==> src/rtl/sr_la_shift_reg.sv <==
// sr_la_shift_reg: WIDTH-bit shift register in the Caravel user area.
// Firmware controls it entirely through the logic analyzer (LA) bus.
// Operations are triggered by rising edges of LA strobes, so one slow
// firmware write produces exactly one operation. The serial output and
// the done flag are also exported on user GPIO 8 and 9.
module sr_la_shift_reg #(
  parameter int WIDTH = 32
) (
  input  logic         clock,
  input  logic         resetb,
  input  logic [127:0] la_data_in,
  input  logic [127:0] la_oenb,
  output logic [127:0] la_data_out,
  output logic [37:0]  io_out,
  output logic [37:0]  io_oeb
);

  // LA input bit positions.
  localparam int LA_SHIFT   = 0;
  localparam int LA_SERIAL  = 1;
  localparam int LA_LOAD    = 2;
  localparam int LA_CLEAR   = 3;
  localparam int LA_LOADVAL = 32;

  // LA output bit positions.
  localparam int LA_SOUT  = 64;
  localparam int LA_DONE  = 65;
  localparam int LA_COUNT = 66;

  // GPIO pads owned by this block.
  localparam int IO_SOUT = 8;
  localparam int IO_DONE = 9;

  // The shift counter saturates at WIDTH (at most 32), so 6 bits suffice.
  localparam int          CNT_W   = 6;
  localparam logic [CNT_W-1:0] CNT_MAX = CNT_W'(WIDTH);

  // Only pads 8 and 9 are outputs; checkbits, flash and UART pads (0..7)
  // and every other pad stay tri-stated.
  localparam logic [37:0] IO_OEB_VAL = ~((38'd1 << IO_SOUT) | (38'd1 << IO_DONE));

  // One operation per cycle, chosen by priority clear > load > shift.
  typedef enum logic [1:0] {
    OP_NONE,
    OP_CLEAR,
    OP_LOAD,
    OP_SHIFT
  } op_e;

  // LA inputs after output-enable gating: a bit counts only when
  // management actually drives it.
  logic [127:0]     w_la_in;
  logic             w_shift_stb;
  logic             w_load_stb;
  logic             w_clear_stb;
  logic             w_serial_in;
  logic [WIDTH-1:0] w_load_val;

  // Strobe history for edge detection.
  logic r_shift_q;
  logic r_load_q;
  logic r_clear_q;

  logic w_shift_rise;
  logic w_load_rise;
  logic w_clear_rise;
  op_e  w_op;

  // Architectural state.
  logic [WIDTH-1:0] r_sr;
  logic             r_serial_out;
  logic [CNT_W-1:0] r_count;
  logic             r_done;

  logic [CNT_W-1:0] w_count_inc;

  // Unused LA inputs are collected here so the intent is explicit.
  logic w_unused;

  assign w_la_in     = la_data_in & ~la_oenb;
  assign w_shift_stb = w_la_in[LA_SHIFT];
  assign w_serial_in = w_la_in[LA_SERIAL];
  assign w_load_stb  = w_la_in[LA_LOAD];
  assign w_clear_stb = w_la_in[LA_CLEAR];
  assign w_load_val  = w_la_in[LA_LOADVAL +: WIDTH];

  assign w_unused = ^{w_la_in[127:LA_LOADVAL+WIDTH], w_la_in[LA_LOADVAL-1:LA_CLEAR+1]};

  assign w_shift_rise = w_shift_stb & ~r_shift_q;
  assign w_load_rise  = w_load_stb  & ~r_load_q;
  assign w_clear_rise = w_clear_stb & ~r_clear_q;

  // Count after one more shift, holding at WIDTH once reached.
  assign w_count_inc = (r_count == CNT_MAX) ? CNT_MAX : r_count + CNT_W'(1);

  // Register each gated strobe once; history clears on reset so a strobe
  // already high at reset release produces one edge on the first clock.
  always_ff @(posedge clock or negedge resetb) begin
    if (!resetb) begin
      // NOTE: sequential state uses non-blocking assignments so every
      // register samples pre-edge values regardless of statement order.
      r_shift_q <= 1'b0;
      r_load_q  <= 1'b0;
      r_clear_q <= 1'b0;
    end else begin
      r_shift_q <= w_shift_stb;
      r_load_q  <= w_load_stb;
      r_clear_q <= w_clear_stb;
    end
  end

  // Select the single operation for this cycle by priority.
  always_comb begin
    // NOTE: default first so every path assigns w_op and no latch forms.
    w_op = OP_NONE;
    if (w_clear_rise) begin
      w_op = OP_CLEAR;
    end else if (w_load_rise) begin
      w_op = OP_LOAD;
    end else if (w_shift_rise) begin
      w_op = OP_SHIFT;
    end
  end

  // Apply the selected operation to the shift register state.
  always_ff @(posedge clock or negedge resetb) begin
    if (!resetb) begin
      r_sr         <= '0;
      r_serial_out <= 1'b0;
      r_count      <= '0;
      r_done       <= 1'b0;
    end else begin
      unique case (w_op)
        OP_CLEAR: begin
          r_sr    <= '0;
          r_count <= '0;
          r_done  <= 1'b0;
        end
        OP_LOAD: begin
          r_sr    <= w_load_val;
          r_count <= '0;
          r_done  <= 1'b0;
        end
        OP_SHIFT: begin
          // Serial output is the bit that falls off the top (MSB first).
          r_serial_out <= r_sr[WIDTH-1];
          r_sr         <= {r_sr[WIDTH-2:0], w_serial_in};
          r_count      <= w_count_inc;
          // Sticky until the next clear/load; shifts continue past it.
          r_done       <= r_done | (w_count_inc == CNT_MAX);
        end
        default: begin
        end
      endcase
    end
  end

  // LA readback built from registers only; no path from la_data_in.
  always_comb begin
    la_data_out                        = '0;
    la_data_out[WIDTH-1:0]             = r_sr;
    la_data_out[LA_SOUT]               = r_serial_out;
    la_data_out[LA_DONE]               = r_done;
    la_data_out[LA_COUNT +: CNT_W]     = r_count;
  end

  // GPIO: serial output and done flag on pads 8 and 9.
  always_comb begin
    io_out          = '0;
    io_out[IO_SOUT] = r_serial_out;
    io_out[IO_DONE] = r_done;
    io_oeb          = IO_OEB_VAL;
  end

endmodule

==> config.mk <==
export PLATFORM = sky130hd
export DESIGN_NAME = sr_la_shift_reg
export DESIGN_NICKNAME = d
export VERILOG_FILES = /design/src/rtl/sr_la_shift_reg.sv
export SDC_FILE = /design/constraint.sdc
export NUM_CORES = 1
export LEC_CHECK = 0
export ABC_AREA = 1
export CAP_MARGIN = 20
export CORE_AREA = 2 2 182 184
export DETAILED_ROUTE_END_ITERATION = 7
export DIE_AREA = 0 0 184 186
export GPL_ROUTABILITY_DRIVEN = 0
export PLACE_DENSITY = 0.44
export SYNTH_ARGS = -nofsm -noshare
export SYNTH_HDL_FRONTEND = slang
export SYNTH_SLANG_ARGS = --single-unit
==> constraint.sdc <==
create_clock -name clock -period 2.7 [get_ports clock]
set_input_delay 0.54 -clock clock [delete_from_list [all_inputs] [get_ports clock]]
set_output_delay 0.54 -clock clock [all_outputs]
set_load 0.05 [all_outputs]
# Word level (Yosys, flattened, before mapping)
# Index checks and enable logic that the tools add are counted.
# word_totals
in_bits	258
output_inout_bits	204
ff_bits	43
elab_cells	32
# op_classes
n_reduce_logical	3
n_bitwise	9
add_sub_neg	1
n_eq_ne	5
n_mux	7
# ops
operator	count
one-hot mux 32 bit (3 select lines)	1
bitwise AND 64 bit	1
inverter 64 bit	1
equality test 6 bit, second input constant	2
one-hot mux 6 bit (2 select lines)	1
adder 6 x 1 -> 6 bit, second input constant	1
two-way mux 2 bit	3
two-way mux 6 bit	1
equality test 2 bit, second input constant	2
bitwise AND 1 bit	3
inverter 1 bit	3
nonzero test 3 bit	1
equality test 2 x 1 -> 1 bit, second input constant	1
one-hot mux 1 bit (2 select lines)	1
nonzero test 2 bit	1
OR reduction 2 bit	1
OR 1 bit	1

# Longest topological paths before layout
# Gate-level depths: netlist of run 1.
# depth
depth_word	9
depth_mapped	10
ltp_nobuf	10

# Worst setup path after synthesis of run 1
# Ideal clock, no wire load.
# synth_timing
path_kind	register to register
startpoint	register r_count[2]
endpoint	register r_count[5]
stages_incl_launch_ff	8
setup_slack_ps	1132
arrival_time_ps	1443
period_less_slack_ps	1568
n_path_buf	1
required_time_ps	2576
setup_time_ps	124
cell_sequence	dfrtp_1 -> buf_2 -> nand2_1 -> nor2_1 -> nand2_1 -> nand2_1 -> a21oi_1 -> or2_1
# synth_between
elab_chain_len	3
elab_cells_between_ends	4
cone_classes	add/sub (1); eq/ne (1); mux (2)
# synth_rtl
element	line_no	source
start: declaration	72	logic [CNT_W-1:0] r_count;
start signal: assignment	148	r_count <= w_count_inc;
adder 6 x 1 -> 6 bit or equality test 6 bit (tied branches)	94	assign w_count_inc = (r_count == CNT_MAX) ? CNT_MAX : r_count + CNT_W'(1);
two-way mux 6 bit *	94	
one-hot mux 6 bit (2 select lines) *	133	unique case (w_op)
# Every way passes the cells marked *; elsewhere a longest branch is shown, timed or not.
# A chain may end at the register's enable or synchronous reset.

# Worst setup path after layout of run 1
# layout_timing
startpoint	register r_count[2]
endpoint	output la_data_out[68]
# layout_lines
element	line_no	source
end: declaration	13	output logic [127:0] la_data_out,
# No word-level cell between the ends.

==> flow_summary.json, run 1 <==
{
  "antenna_found_initial": 1,
  "cts_tree": "built",
  "clk_latency_ns": 0.30,
  "drive_gt1_share_pct": 5.323,
  "critPathKind": "register to primary output",
  "ant_nets": 0,
  "drc_errors": 0,
  "routed_wirelength_um": 10070,
  "slew_violations": 0,
  "path_delay_family": "buffers and inverters",
  "drtIter0Drc": 67,
  "syn_area_per_cell_um2": 8.369,
  "postSynthCellCount": 414,
  "clk_pin_slew_ns": 0.07,
  "period_needed_ns": 2.184,
  "cpMaxStageDelayCell": "clkdlybuf4s50_1",
  "rr_endpoint": "r_sr[19]$_DFFE_PN0P_",
  "drt-wirelength-per-cell_um": 10.76,
  "leakage_uw": 0.002110,
  "seq_area_frac_synth_pct": 31.06,
  "cts_resized": 0,
  "placed_area_mm2": 0.004419,
  "setup-violations-final": 0,
  "numCtsBuffers": 5,
  "layout_commonest_cell": "conb_1",
  "max_stage_delay_ns": 0.86,
  "layout_common_cells": "162 x conb_1, 114 x clkdlybuf4s50_1, 76 x nand2_1",
  "grt_pass1_vias": 2194,
  "vdd_drop_max_mv": 0.1839,
  "initial_core_util_pct": 10.76,
  "synth_seq_cells": 43,
  "cts_hold_buf": 0,
  "ys_types": 25,
  "gr-usage-all-layers_pct": 5.609,
  "slew_headroom_pct": 59.28,
  "postCtsSetupRepairBufs": 0,
  "clk_root_buffer_cell": "clkbuf_16",
  "n_fill_cell": 3695,
  "r2r-start": "r_shift_q$_DFF_PN0_",
  "vias": 2542,
  "critPathBufInv": 1,
  "die_w_um": 184,
  "portBuffers": 115,
  "overflow": 0,
  "core_area_mm2": 0.03221,
  "grt_max_degree": 34,
  "worstMarginPinSlew_ns": 0.6108,
  "dr.pass1.iters": 4,
  "syn_area_mm2": 0.003465,
  "critical_path_required_ns": 2.16,
  "cts_sinks": 43,
  "cp_max_fo": 8,
  "grt_first_pass_wirelength_um": 13630,
  "via_per_inst": 2.719,
  "critPathCaptureType": "primary output",
  "crit_path_start": "r_count[2]$_DFFE_PN0P_",
  "stdcell_area_mm2": 0.004611,
  "outcome": "completed",
  "max_freq_mhz": 457.8,
  "place.detailed.hpwl_um": 7999,
  "powerDensity_mw_per_mm2": 567.7,
  "die_area_mm2": 0.03422,
  "crit_path_start_kind": "register",
  "hold_viol": 0,
  "ios": 462,
  "finClkSkew_ns": 0.006689,
  "row_count": 66,
  "syn2layout_area_growth_pct": 33.08,
  "min_path_type": "input port to asynchronous set/reset pin",
  "grt_setup_unrepaired": "no",
  "maxCapViolCount": 0,
  "r2r_cells": 6,
  "clock_path_buffers": 2,
  "path_cells": "clkdlybuf4s50_1",
  "htreeDepth": 2,
  "die_h_um": 186,
  "worstPathArrival_ns": 1.64,
  "period_share_pct": 80.90,
  "r2r_slack_ns": 1.14,
  "num-nets-final": 785,
  "fin_setup_tns_ns": 0,
  "yosysWarnings": 0
}
==> registers in the layout, indices dropped and copies added, names as in the netlist <==
register,count
r_sr,32
r_done,1
r_clear_q,1
r_serial_out,1
r_shift_q,1
r_count,6
r_load_q,1
==> how the worst max path moves through the flow <==
stage	endpoint	slack, ns	depth (start not counted)
CTS	la_data_out[68]	0.48	1
floorplan	r_count[5]$_DFFE_PN0P_	1.13	7
detailed placement	r_sr[19]$_DFFE_PN0P_	0.46	7
global placement	r_sr[19]$_DFFE_PN0P_	0.45	7
finish	la_data_out[68]	0.52	1
global route	la_data_out[68]	0.43	1
==> report_power, final <==
group	internal, uW	switching, uW
clock	532	301
sequential	693	48.2
combinational	225	817
total	1450	1170
==> stage by stage <==
step                total power (uW)  util, %  worst slack (ns)  hold WS, ns  cells
finish                          2618    14.32            0.5157       0.2431    935
global route                    2740    14.31            0.4317       0.2804    934
CTS                             2674    14.31            0.4820       0.2584    934
detailed placement              1805    13.72            0.4601       0.5115    926
global placement                1806    13.72            0.4465       0.5068    926
floorplan                       1722        -             1.132       0.2444    574
==> metal layers <==
layer	up-vias	wire (um)	global-route usage (%)
li1	1204	-	-
met1	1156	4016	6.435
met2	174	4864	9.555
met3	8	1060	2.133
met4	0	124	1.920
met5	-	0	0
==> logic make-up after synthesis <==
family	after synthesis	share of synthesized area, %
other	2	0.2168
adders and majority gates	2	0.7222
xor gates and xnor gates	1	0.2528
DFF	43	31.06
and+or+nand+nor	166	25.21
AOI/OAI and AO/OA	8	1.625
buffers and inverters	192	40.92
==> cell usage after synthesis <==
cell / n / area [um^2]
nand2_4: 2 / 22.52
nand3_1: 38 / 190.2
nand3b_1: 32 / 240.2
nor3_4: 1 / 16.27
nand4_1: 2 / 12.51
nand2_1: 76 / 285.3
ha_1: 2 / 25.02
inv_4: 2 / 12.51
o22ai_1: 4 / 25.02
conb_1: 2 / 7.510
or2_1: 1 / 6.260
a21oi_1: 1 / 5.000
buf_6: 9 / 101.4
inv_1: 14 / 52.55
nor2_1: 5 / 18.77
nor2_4: 2 / 22.52
nand3_2: 1 / 10.01
buf_4: 166 / 1246
buf_2: 1 / 5.000
o21ai_0: 2 / 10.01
nand2_2: 5 / 31.28
nand3_4: 1 / 17.52
dfrtp_1: 43 / 1076
a21oi_4: 1 / 16.27
xor2_1: 1 / 8.760
==> area by class of cell <==
type | instances | area, um^2 | share of cell area (%)
well taps | 408 | 510.5 | 11.07
repair buffers | 120 | 1196 | 25.94
clock inverters | 2 | 60.06 | 1.303
inverters | 16 | 65.06 | 1.411
multi-input cells | 339 | 1572 | 34.08
diodes | 1 | 2.502 | 0.05427
clock buffers | 6 | 128.9 | 2.795
flip-flops and latches | 43 | 1076 | 23.34
Power figures use the tool's default switching activity.
==> run 2, diff against run 1 <==
- CORE_AREA: 2 2 182 184 -> 2 2 178 180
- DIE_AREA: 0 0 184 186 -> 0 0 180 182
- PLACE_DENSITY: 0.44 -> 0.47
- clock period: 2.7 -> 1.8 ns (I/O delays scaled with it)
==> run 2 against run 1 <==
Against the previous run:
- clock skew barely moved
- clock-buffer cell count did not move
- setup slack got worse by 0.24 ns
- die area decreased by 4.3%
- critical path depth up 8
- routed wire length is 8.3% lower
- sequential cell count is the same
- first-iteration DRC count increased by 4.5%
- register-to-register slack worse by 0.77 ns
- sequential share of layout area up 0.21 points
- total power up 40%
- sequential power up 50%
- largest cell class unchanged
==> flow_summary.json, run 2 (same netlist as run 1, synthesis figures left out) <==
{
  "outcome": "completed",
  "largest_reg_flops": 32,
  "clk_pin_slew_ns": 0.07,
  "overflow": 0,
  "die_h_um": 182,
  "fin_setup_tns_ns": 0,
  "gr-usage-all-layers_pct": 5.485,
  "die_area_mm2": 0.03276,
  "clk_root_buffer_cell": "clkbuf_16",
  "finClkSkew_ns": 0.006337,
  "path_delay_family": "buffers and inverters",
  "numCtsBuffers": 5,
  "drt-wirelength-per-cell_um": 9.884,
  "slew_violations": 0,
  "max_freq_mhz": 654.5,
  "initial_core_util_pct": 11.18,
  "critPathKind": "input port to register",
  "ant_nets": 0,
  "routed_wirelength_um": 9232,
  "portBuffers": 115,
  "critPathCaptureType": "register",
  "stdcell_area_mm2": 0.004569,
  "fin_util_pct": 14.75,
  "postCtsSetupRepairBufs": 0,
  "vias": 2575,
  "hold_viol": 0,
  "clk_latency_ns": 0.30,
  "cts_sinks": 43,
  "antenna_found_initial": 0,
  "leakage_uw": 0.002214,
  "diodes": 0,
  "maxCapViolCount": 0,
  "path_cells": "clkdlybuf4s50_1 > inv_1 > nor2_4 > nand2_4 > a21oi_4 > buf_12 > buf_4 > nand3b_1 > nand3_1",
  "htreeDepth": 2,
  "num-nets-final": 791,
  "vdd_drop_max_mv": 0.2588,
  "drive_gt1_share_pct": 14.47,
  "worstPathArrival_ns": 1.77,
  "placed_area_mm2": 0.004414,
  "layout_common_cells": "162 x conb_1, 76 x nand2_1, 72 x clkdlybuf4s50_1",
  "place.detailed.hpwl_um": 7292,
  "regMostFlops": "r_sr",
  "drtIter0Drc": 70,
  "grt_pass1_vias": 2267,
  "total_power_uw": 3674,
  "cts_resized": 0,
  "die_w_um": 180,
  "grt_first_pass_wirelength_um": 13310,
  "period_share_pct": 84.88,
  "dp_cells": 926,
  "cp_max_fo": 14,
  "cpMaxStageDelayCell": "clkdlybuf4s50_1",
  "instances_no_fill": 934,
  "via_per_inst": 2.757,
  "max_stage_delay_ns": 0.45,
  "row_count": 65,
  "grt_setup_unrepaired": "no",
  "drc_errors": 0,
  "cts_hold_buf": 0,
  "grt_max_degree": 44,
  "powerDensity_mw_per_mm2": 804.1,
  "setup-violations-final": 0,
  "critical_path_required_ns": 2.04,
  "critPathBufInv": 4,
  "layout_commonest_cell": "conb_1",
  "cts_tree": "built",
  "reg.largest.list": "r_sr: 32 flops, r_count: 6 flops",
  "min_path_type": "input port to asynchronous set/reset pin",
  "clock_path_buffers": 2,
  "period_needed_ns": 1.528,
  "syn2layout_area_growth_pct": 31.89,
  "dr.pass1.iters": 4,
  "crit_path_start_kind": "input port",
  "ios": 462,
  "core_area_mm2": 0.03099
}
run 2: cell count changes in the layout (fill, tap and decap cells not counted), sizes merged:
cell and change:
buf +48, clkdlybuf4s50 -42, bufinv -2, clkinv +1
clkinvlp +1, diode -1
run 2: final cells by class:
class	count	area (um^2)
Inverter	16	65.06
Timing Repair Buffer	126	1199
Fill cell	3541	26420
Clock buffer	6	138.9
Sequential cell	43	1076
Multi-Input combinational cell	339	1572
Tap cell	402	503.0
Clock inverter	2	16.27
run 2: layer usage:
layer	up-vias	global-route usage [%]	wire [um]
met5	-	0	0
met4	0	1.659	108
met3	7	2.046	937
met2	177	9.257	4462
met1	1168	6.464	3724
li1	1223	-	-
run 2: path summary, 6_finish.rpt:
kind / start / endpoint / slack [ns] / depth (start not counted)
min in group clock: r_serial_out$_DFFE_PN0N_ / r_serial_out$_DFFE_PN0N_ / 0.52 / 2
hold reg to reg: r_serial_out$_DFFE_PN0N_ / r_serial_out$_DFFE_PN0N_ / 0.52 / 2
setup reg to reg: r_count[0]$_DFFE_PN0P_ / r_done$_DFFE_PN0P_ / 0.37 / 10
setup / recovery: la_data_in[2] / r_sr[13]$_DFFE_PN0P_ / 0.27 / 9
hold / removal: resetb / r_sr[3]$_DFFE_PN0P_ / 0.04 / 2
max in group asynchronous: resetb / r_sr[28]$_DFFE_PN0P_ / 1.52 / 2
run 2: stage by stage:
step	hold slack (ns)	worst slack, ns
2_1_floorplan	0.06441	0.2325
3_3_place_gp	0.3784	-0.1124
3_5_place_dp	0.3747	-0.09606
4_1_cts	0.03804	0.2294
5_1_grt	0.05381	0.1721
6_report	0.04102	0.2721
run 2: power by group:
group / internal, uW / switching (uW)
Sequential: 1040 / 74.1
Combinational: 332 / 1220
Clock: 557 / 449
